### src/rtl/led_pattern_gen_if.sv
`default_nettype none
`timescale 1ns/1ps
// ============================================================================
// Module      : led_pattern_gen_if
// Description : Button/pause inputs and LED/mode/tick outputs of led_pattern_gen.
// Revision    : 1.0  initial release
// ============================================================================
interface led_pattern_gen_if #(
    parameter int LED_W = 6
);
    logic             mode_btn_n;
    logic             pause;
    logic [LED_W-1:0] led;
    logic [1:0]       mode;
    logic             step_tick;

    modport master (
        output mode_btn_n,
        output pause,
        input  led,
        input  mode,
        input  step_tick
    );

    modport slave (
        input  mode_btn_n,
        input  pause,
        output led,
        output mode,
        output step_tick
    );
endinterface
`default_nettype wire

### src/rtl/led_pattern_gen.sv
`default_nettype none
`timescale 1ns/1ps
// ============================================================================
// Module      : led_pattern_gen
// Description : Four-mode LED pattern engine with debounced mode button and
//               pause. Optional PWM dimming of lit LEDs via `define LED_DIM_EN.
// Revision    : 1.0  initial release
// ============================================================================
module led_pattern_gen #(
    parameter int LED_W       = 6,
    parameter int CLK_HZ      = 27_000_000,
    parameter int STEP_MS     = 500,
    parameter int DEBOUNCE_MS = 20,
    parameter int ACTIVE_LOW  = 1,
    parameter int DIM_LEVEL   = 8
) (
    input  wire              sys_clk,
    input  wire              sys_rst_n,
    led_pattern_gen_if.slave bus
);
    localparam int STEP_CYC = CLK_HZ / 1000 * STEP_MS;
    localparam int DB_CYC   = CLK_HZ / 1000 * DEBOUNCE_MS;
    localparam int STEP_W   = (STEP_CYC > 1) ? $clog2(STEP_CYC) : 1;
    localparam int DB_W     = $clog2(DB_CYC + 1);

    localparam logic [STEP_W-1:0] STEP_LAST = STEP_W'(STEP_CYC - 1);
    localparam logic [DB_W-1:0]   DB_LAST   = DB_W'(DB_CYC - 1);
    localparam logic [LED_W-1:0]  SEED_ONE  = LED_W'(1);
    localparam logic [LED_W-1:0]  LED_RST   = (ACTIVE_LOW != 0) ? ~SEED_ONE : SEED_ONE;

    typedef enum logic [1:0] {
        MODE_ROT_L  = 2'd0,
        MODE_ROT_R  = 2'd1,
        MODE_BOUNCE = 2'd2,
        MODE_COUNT  = 2'd3
    } mode_t;

    if (LED_W < 2 || LED_W > 32) begin : g_bad_led_w
        $error("led_pattern_gen: LED_W must be 2..32");
    end
    if (STEP_CYC < 2 || DB_CYC < 1) begin : g_bad_timing
        $error("led_pattern_gen: STEP_CYC must be >= 2 and DB_CYC >= 1");
    end
    if (DIM_LEVEL < 0 || DIM_LEVEL > 16) begin : g_bad_dim
        $error("led_pattern_gen: DIM_LEVEL must be 0..16");
    end

    logic              sync1_q, sync1_d, sync2_q, sync2_d;
    logic              db_state_q, db_state_d;
    logic [DB_W-1:0]   db_cnt_q, db_cnt_d;
    logic [STEP_W-1:0] step_cnt_q, step_cnt_d;
    logic              step_tick_q, step_tick_d;
    logic [LED_W-1:0]  pat_q, pat_d;
    logic              dir_q, dir_d;          // 0 = moving toward MSB
    mode_t             mode_q, mode_d;
    logic [LED_W-1:0]  led_q, led_d;
    logic              press;
    logic              step_wrap;
    logic              lit_en;
`ifdef LED_DIM_EN
    logic [3:0]        pwm_q, pwm_d;
`endif

    always_comb begin
        sync1_d    = bus.mode_btn_n;
        sync2_d    = sync1_q;
        db_state_d = db_state_q;
        db_cnt_d   = '0;
        press      = 1'b0;
        // Stable state flips only after DB_CYC consecutive disagreeing samples.
        if (sync2_q != db_state_q) begin
            if (db_cnt_q == DB_LAST) begin
                db_state_d = sync2_q;
                press      = db_state_q;
            end else begin
                db_cnt_d = db_cnt_q + 1'b1;
            end
        end

        step_wrap   = !bus.pause && (step_cnt_q == STEP_LAST);
        step_tick_d = step_wrap;
        step_cnt_d  = step_cnt_q;
        if (!bus.pause) begin
            step_cnt_d = step_wrap ? '0 : step_cnt_q + 1'b1;
        end

        pat_d  = pat_q;
        dir_d  = dir_q;
        mode_d = mode_q;
        // A press outranks a coincident step: the new mode starts from its seed.
        if (press) begin
            mode_d     = mode_t'(mode_q + 2'd1);
            pat_d      = (mode_d == MODE_COUNT) ? '0 : SEED_ONE;
            dir_d      = 1'b0;
            step_cnt_d = '0;
        end else if (step_wrap) begin
            case (mode_q)
                MODE_ROT_L: pat_d = {pat_q[LED_W-2:0], pat_q[LED_W-1]};
                MODE_ROT_R: pat_d = {pat_q[0], pat_q[LED_W-1:1]};
                MODE_BOUNCE: begin
                    if (!dir_q) begin
                        pat_d = pat_q << 1;
                        if (pat_d[LED_W-1]) dir_d = 1'b1;
                    end else begin
                        pat_d = pat_q >> 1;
                        if (pat_d[0]) dir_d = 1'b0;
                    end
                end
                default: pat_d = pat_q + 1'b1;
            endcase
        end

`ifdef LED_DIM_EN
        pwm_d  = pwm_q + 4'd1;
        lit_en = ({1'b0, pwm_d} < 5'(DIM_LEVEL));
`else
        lit_en = 1'b1;
`endif
        // LED register tracks the next pattern so the pins change with pat.
        led_d = pat_d & {LED_W{lit_en}};
        if (ACTIVE_LOW != 0) led_d = ~led_d;
    end

    always_ff @(posedge sys_clk or negedge sys_rst_n) begin
        if (!sys_rst_n) begin
            sync1_q     <= 1'b1;
            sync2_q     <= 1'b1;
            db_state_q  <= 1'b1;
            db_cnt_q    <= '0;
            step_cnt_q  <= '0;
            step_tick_q <= 1'b0;
            pat_q       <= SEED_ONE;
            dir_q       <= 1'b0;
            mode_q      <= MODE_ROT_L;
            led_q       <= LED_RST;
`ifdef LED_DIM_EN
            pwm_q       <= 4'd0;
`endif
        end else begin
            sync1_q     <= sync1_d;
            sync2_q     <= sync2_d;
            db_state_q  <= db_state_d;
            db_cnt_q    <= db_cnt_d;
            step_cnt_q  <= step_cnt_d;
            step_tick_q <= step_tick_d;
            pat_q       <= pat_d;
            dir_q       <= dir_d;
            mode_q      <= mode_d;
            led_q       <= led_d;
`ifdef LED_DIM_EN
            pwm_q       <= pwm_d;
`endif
        end
    end

    assign bus.led       = led_q;
    assign bus.mode      = mode_q;
    assign bus.step_tick = step_tick_q;
endmodule
`default_nettype wire

### src/flat_wrapper.sv
// flat-port wrapper written by rule: the top's interface ports become plain ports
module led_pattern_gen_flat 
#(
    parameter int LED_W       = 6,
    parameter int CLK_HZ      = 27_000_000,
    parameter int STEP_MS     = 500,
    parameter int DEBOUNCE_MS = 20,
    parameter int ACTIVE_LOW  = 1,
    parameter int DIM_LEVEL   = 8
)
  (sys_clk, sys_rst_n, bus_mode_btn_n, bus_pause, bus_led, bus_mode, bus_step_tick);
  led_pattern_gen_if #(.LED_W(LED_W)) bus_i ();
  input  wire sys_clk;
  input  wire sys_rst_n;
  input wire logic [$bits(bus_i.mode_btn_n)-1:0] bus_mode_btn_n;
  input wire logic [$bits(bus_i.pause)-1:0] bus_pause;
  output wire logic [$bits(bus_i.led)-1:0] bus_led;
  output wire logic [$bits(bus_i.mode)-1:0] bus_mode;
  output wire logic [$bits(bus_i.step_tick)-1:0] bus_step_tick;
  assign bus_i.mode_btn_n = bus_mode_btn_n;
  assign bus_i.pause = bus_pause;
  assign bus_led = bus_i.led;
  assign bus_mode = bus_i.mode;
  assign bus_step_tick = bus_i.step_tick;
  led_pattern_gen #(.LED_W(LED_W), .CLK_HZ(CLK_HZ), .STEP_MS(STEP_MS), .DEBOUNCE_MS(DEBOUNCE_MS), .ACTIVE_LOW(ACTIVE_LOW), .DIM_LEVEL(DIM_LEVEL)) u_core (.sys_clk(sys_clk), .sys_rst_n(sys_rst_n), .bus(bus_i));
endmodule
### config.mk
export PLATFORM = sky130hd
export DESIGN_NAME = led_pattern_gen_flat
export DESIGN_NICKNAME = d
export VERILOG_FILES = /design/src/rtl/led_pattern_gen_if.sv /design/src/rtl/led_pattern_gen.sv /design/src/flat_wrapper.sv
export SDC_FILE = /design/constraint.sdc
export NUM_CORES = 1
export LEC_CHECK = 0
export CORE_ASPECT_RATIO = 2
export CORE_UTILIZATION = 61
export DETAILED_ROUTE_END_ITERATION = 12
export PLACE_DENSITY_LB_ADDON = 0.08
export SLEW_MARGIN = 20
export SYNTH_ARGS = -nofsm -noshare
export SYNTH_HDL_FRONTEND = slang
export SYNTH_SLANG_ARGS = --single-unit
### constraint.sdc
create_clock -name sys_clk -period 2.6 [get_ports sys_clk]
set_clock_uncertainty 0.15 [all_clocks]
set_input_delay 0.65 -clock sys_clk [delete_from_list [all_inputs] [get_ports sys_clk]]
set_output_delay 0.65 -clock sys_clk [all_outputs]
set_load 0.005 [all_outputs]
Word-level counts from Yosys, hierarchy flattened. Cells that the tools add are included.

Bits of input ports: 4. Output and inout bits: 9. Flip-flop bits (word level): 63. Word-level logic and storage cells: 47.

Eq/ne operators: 7. Reduce and logical (&&, ||, !) cells: 7. Add/sub/neg operators: 4. Bitwise logic cells: 1. Multiplexer cells: 18.

Operator list (number): 24-bit 2-to-1 mux (3); 20-bit 2-to-1 mux (2); 24-bit by 1-bit adder with 24-bit output, second input constant (1); 24-bit equality test, second input constant (1); 20-bit by 1-bit adder with 20-bit output, second input constant (1); 20-bit equality test, second input constant (1); 6-bit 2-to-1 mux (3); 6-bit case mux with 3 select lines (1); 1-bit 2-to-1 mux (9); 6-bit by 1-bit adder with 6-bit output, second input constant (1); 6-bit NOT (1); 2-bit equality test, second input constant (2); 2-bit AND reduction (2); 2-bit nonzero test (2); 2-bit by 1-bit adder with 2-bit output, second input constant (1); 2-bit by 1-bit equality test with 1-bit output, second input constant (1); 2-bit zero test (1); 2-bit by 1-bit != test with 1-bit output, second input constant (1); 1-bit logical AND (1); 1-bit zero test (1); 1-bit != test (1).

Longest topological paths before layout.
Depth in word-level cells: 5. Gate-level depth with buffers: 9. Depth with buffers taken out: 7.

Worst setup path after synthesis. Ideal clock, no wire load.

Kind: register to register. Start: register u_core.db_cnt_q[0]. End: register u_core.led_q[0], in the netlist u_core.bus.led[0]. Data required time: 2325 ps. Path buffers: 2. Path slack: 466 ps. Period minus slack after synthesis: 2134 ps. Setup time: 125 ps. Cell stages (with the launch flop): 9. Data arrival time: 1860 ps. Path through: dfrtp_1 > ha_1 > and3_1 > clkbuf_1 > nand3_1 > nor3_1 > and3b_1 > buf_2 > mux2_2.

Longest elaborated chain between the ends: 5.

RTL lines: start, declared (RTL line led_pattern_gen.sv:50) `logic [DB_W-1:0] db_cnt_q, db_cnt_d;`; start signal, assigned (RTL line led_pattern_gen.sv:143) `db_cnt_q <= db_cnt_d;`; 20-bit equality test (RTL line led_pattern_gen.sv:72) `if (db_cnt_q == DB_LAST) begin`; 1-bit 2-to-1 mux (RTL line led_pattern_gen.sv:72); 1-bit 2-to-1 mux (RTL line led_pattern_gen.sv:71) `if (sync2_q != db_state_q) begin`; 6-bit 2-to-1 mux (RTL line led_pattern_gen.sv:91) `if (press) begin`; 6-bit NOT (RTL line led_pattern_gen.sv:121) `if (ACTIVE_LOW != 0) led_d = ~led_d;`; via u_core.led_d[0] (RTL line led_pattern_gen.sv:56) `logic [LED_W-1:0] led_q, led_d;`; end signal, assigned (RTL line led_pattern_gen.sv:149) `led_q <= led_d;`; end, declared (RTL line led_pattern_gen.sv:56).

The timed path passes the listed nets, and every way through them passes these cells. A chain may end at the register's enable or synchronous reset.

Final worst setup path.
Start: register u_core.step_cnt_q[7]. End: register u_core.led_q[0], in the netlist u_core.bus.led[0].

Longest elaborated chain between the ends: 5.

RTL lines: start, declared (RTL line led_pattern_gen.sv:51) `logic [STEP_W-1:0] step_cnt_q, step_cnt_d;`; start signal, assigned (RTL line led_pattern_gen.sv:144) `step_cnt_q <= step_cnt_d;`; 24-bit equality test (RTL line led_pattern_gen.sv:80) `step_wrap = !bus.pause && (step_cnt_q == STEP_LAST);`; 1-bit logical AND (RTL line led_pattern_gen.sv:80); via u_core.step_tick_d (RTL line led_pattern_gen.sv:52) `logic step_tick_q, step_tick_d;`; 6-bit 2-to-1 mux (RTL line led_pattern_gen.sv:96) `end else if (step_wrap) begin`; 6-bit 2-to-1 mux (RTL line led_pattern_gen.sv:91); 6-bit NOT (RTL line led_pattern_gen.sv:121); via u_core.led_d[0] (RTL line led_pattern_gen.sv:56).

The timed path passes the listed nets, and every way through them passes these cells.

==> flow_summary.yaml <==
outcome:
  status: "finished, final reports clean"
synthesis:
  synth_seq_cells: 63
  yosys_most_used_dff: "dfrtp_1"
  syn_nets: 386
  synth_most_common_cell: "dfrtp_1"
  synthTopCellsByArea: "dfrtp_1 (40%), dfstp_2 (6.9%), a21oi_1 (5.3%)"
  synth-seq-area-share_pct: 46.45
  yosysWarningCount: 0
  synthCells: 375
  netlist_area_um2: 3418
  synth_top_cell_area_share_pct: 39.53
  async_flop_share_pct: 100.0
  synth-edff-count: 0
  yosys-top-cells-count: "dfrtp_1 (54), nor2_1 (41), a21oi_1 (36)"
  synth.largest_area_cell: "dfrtp_1"
  ys_types: 44
  syn_avg_cell_area_um2: 9.115
finish:
  nets: 409
  area_delta_synth_final_pct: 13.47
  drive_above_1_share_pct: 12.66
  nFillCells: 429
  final_cells: 463
  seq_area_um2: 1588
  antenna_cells: 0
  multi_input_area_um2: 1720
critical_path:
  rrSetupSlack_ns: 0.21
  critPathMaxStageDelay_ns: 0.56
  critPathBufInv: 1
  crit_path_end_kind: "register"
  startpoint_type: "register"
  r2r_start: "u_core.step_cnt_q[7]"
  path_max_fanout: 9
  crit_cells: 6
  r2r-end: "u_core.bus.led[0]"
  cp.required_ns: 2.70
  r2r_cells: 6
  crit_type: "reg2reg"
  crit_path_cell_trace: "or4b_4 -> nor4_4 -> nand2_2 -> clkinv_4 -> mux2i_1 -> mux2_2"
  worst_path_max_delay_cell: "or4b_4"
  cp_top_family: "simple AND/OR/NAND/NOR gates"
  worstPathArrival_ns: 2.49
die:
  ioPinCount: 13
  die_x_um: 54.93
  core_area_um2: 5420
  initial_core_util_pct: 63.07
  rows: 38
  die_height_um: 107.9
  die_area_um2: 5925
clock_network:
  cts-root-buf: "clkbuf_8"
  cts_buffer_depth: 2
  path_clk_slew_ns: 0.07
  clk_latency_ns: 0.36
  cts_resized: 0
  cts-buffers-inserted: 9
  clock-sinks: 63
  postCtsSetupRepairBufs: 0
  ctsHoldBuffers: 0
  htree_levels: 3
  cts_tree: "yes"
place:
  post-place-cells: 447
  gp_congestion: 0.8722
  dp_worst_setup_slack_ns: 0.1036
  io_buffers: 12
  dp_hpwl_um: 5713
timing:
  finalCritPeriodShare_pct: 91.95
  worstMarginPinSlew_ns: 0.5531
  holdWs_ns: 0.1079
  slew_headroom_pct: 63.13
  finalSetupViolCount: 0
  layout_setup_ws_ns: 0.2094
  max_freq_mhz: 418.3
  period_needed_ns: 2.391
  hold_viol: 0
  grt_setup_unrepaired: "no"
  tns_ns: 0
  drv_slew: 0
global_route:
  antenna_found_initial: 0
  grt_max_degree: 43
  grt_pass1_vias: 2760
  grt_overflow: 0
  grt_pass1_wl_um: 12720
  gr-usage-all-layers_pct: 30.60
detailed_routing:
  vias_per_cell: 6.242
  finalWirelength_um: 8145
  drt.antenna.violating_nets: 0
  drc: 0
  vias: 2890
  drt_pre_antenna_iters: 4
  drtIter0Drc: 113
  wl_per_cell_um: 17.59
job:
  cap_viol_max_count: 0
min_path:
  hold_class: "in2async"
power:
  ir_worst_vdd_v: 0.0005941
  p_total_mw: 2.222
  power.leakage_nw: 1.600
  p_per_area_nw_per_um2: 572.9
==> layout make-up <==
cell class              instances  share of cell area [%]
flip-flops and latches         63                   40.94
clock inverters                 3                   1.032
well taps                      60                   1.935
multi-input cells             286                   44.35
repair buffers                 27                   6.194
inverters                      11                   1.194
clock buffers                  13                   4.355
==> layer usage <==
metal | GRT usage, % | vias up | wire length, µm
met5 | 0 | - | 0
met4 | 18.04 | 0 | 286
met3 | 7.345 | 23 | 204
met2 | 53.44 | 62 | 4684
met1 | 30.32 | 1420 | 2969
li1 | - | 1385 | -
==> worst reg2reg max path: cells and delay by family, from the launching register on <==
kind | cells | cell delay [ns]
simple gates | 3 | 1.19
flops | 1 | 0.44
mux | 2 | 0.37
buf+inv | 1 | 0.15
==> where the power goes <==
part	switching [mW]	leakage, nW	total (mW)	internal (mW)
sequential	0.0739	0.812	1.11	1.04
clock	0.390	0.109	0.909	0.518
combinational	0.120	0.678	0.201	0.0809
==> logic make-up after synthesis <==
kind of cell | share of synthesized area [%]
simple gates | 26.68
compound gates | 13.03
flops | 46.45
buf+inv | 3.221
xor+xnor | 5.893
mux | 2.160
fa+ha+maj | 2.562
==> placed cells by master, fill, tap and decap left out, types with 5 or more instances in the layout <==
cell type,Yosys,routed
a21o_1,5,5
and2_1,7,7
nand3_1,26,26
and3_1,8,8
clkdlybuf4s50_1,0,11
inv_1,9,9
nor2_1,41,41
buf_4,0,14
nand4b_1,5,5
xor2_1,7,7
ha_1,7,7
a21oi_1,36,36
nand4_1,11,11
xnor2_1,16,16
nand2_1,28,28
nor3_1,9,9
dfrtp_1,54,54
dfstp_2,9,9
clkbuf_8,0,12
o21ai_0,29,29
==> worst max path at each step <==
stage / to / slack [ns] / from
finish: u_core.bus.led[0] / 0.21 / u_core.step_cnt_q[7]
global route: u_core.bus.led[0] / 0.11 / u_core.step_cnt_q[7]
CTS: u_core.bus.led[0] / 0.22 / u_core.step_cnt_q[7]
detailed placement: u_core.step_cnt_q[3] / 0.10 / bus_pause
global placement: u_core.bus.led[0] / 0.14 / bus_pause
floorplan: u_core.bus.led[0] / 0.47 / u_core.db_cnt_q[0]
==> metrics by stage <==
stage	util, %	instance area (µm²)
global placement	67.71	3670
global route	71.56	3879
floorplan	-	3418
CTS	71.56	3879
detailed placement	67.71	3670
finish	71.56	3879
==> flip-flops by register name, indices dropped and copies added, names as in the netlist, 2 cells and up <==
name	count
u_core.step_cnt_q	24
u_core.bus.mode	2
u_core.bus.led	6
u_core.pat_q	6
u_core.db_cnt_q	20
(Power assumes the default switching activity.)
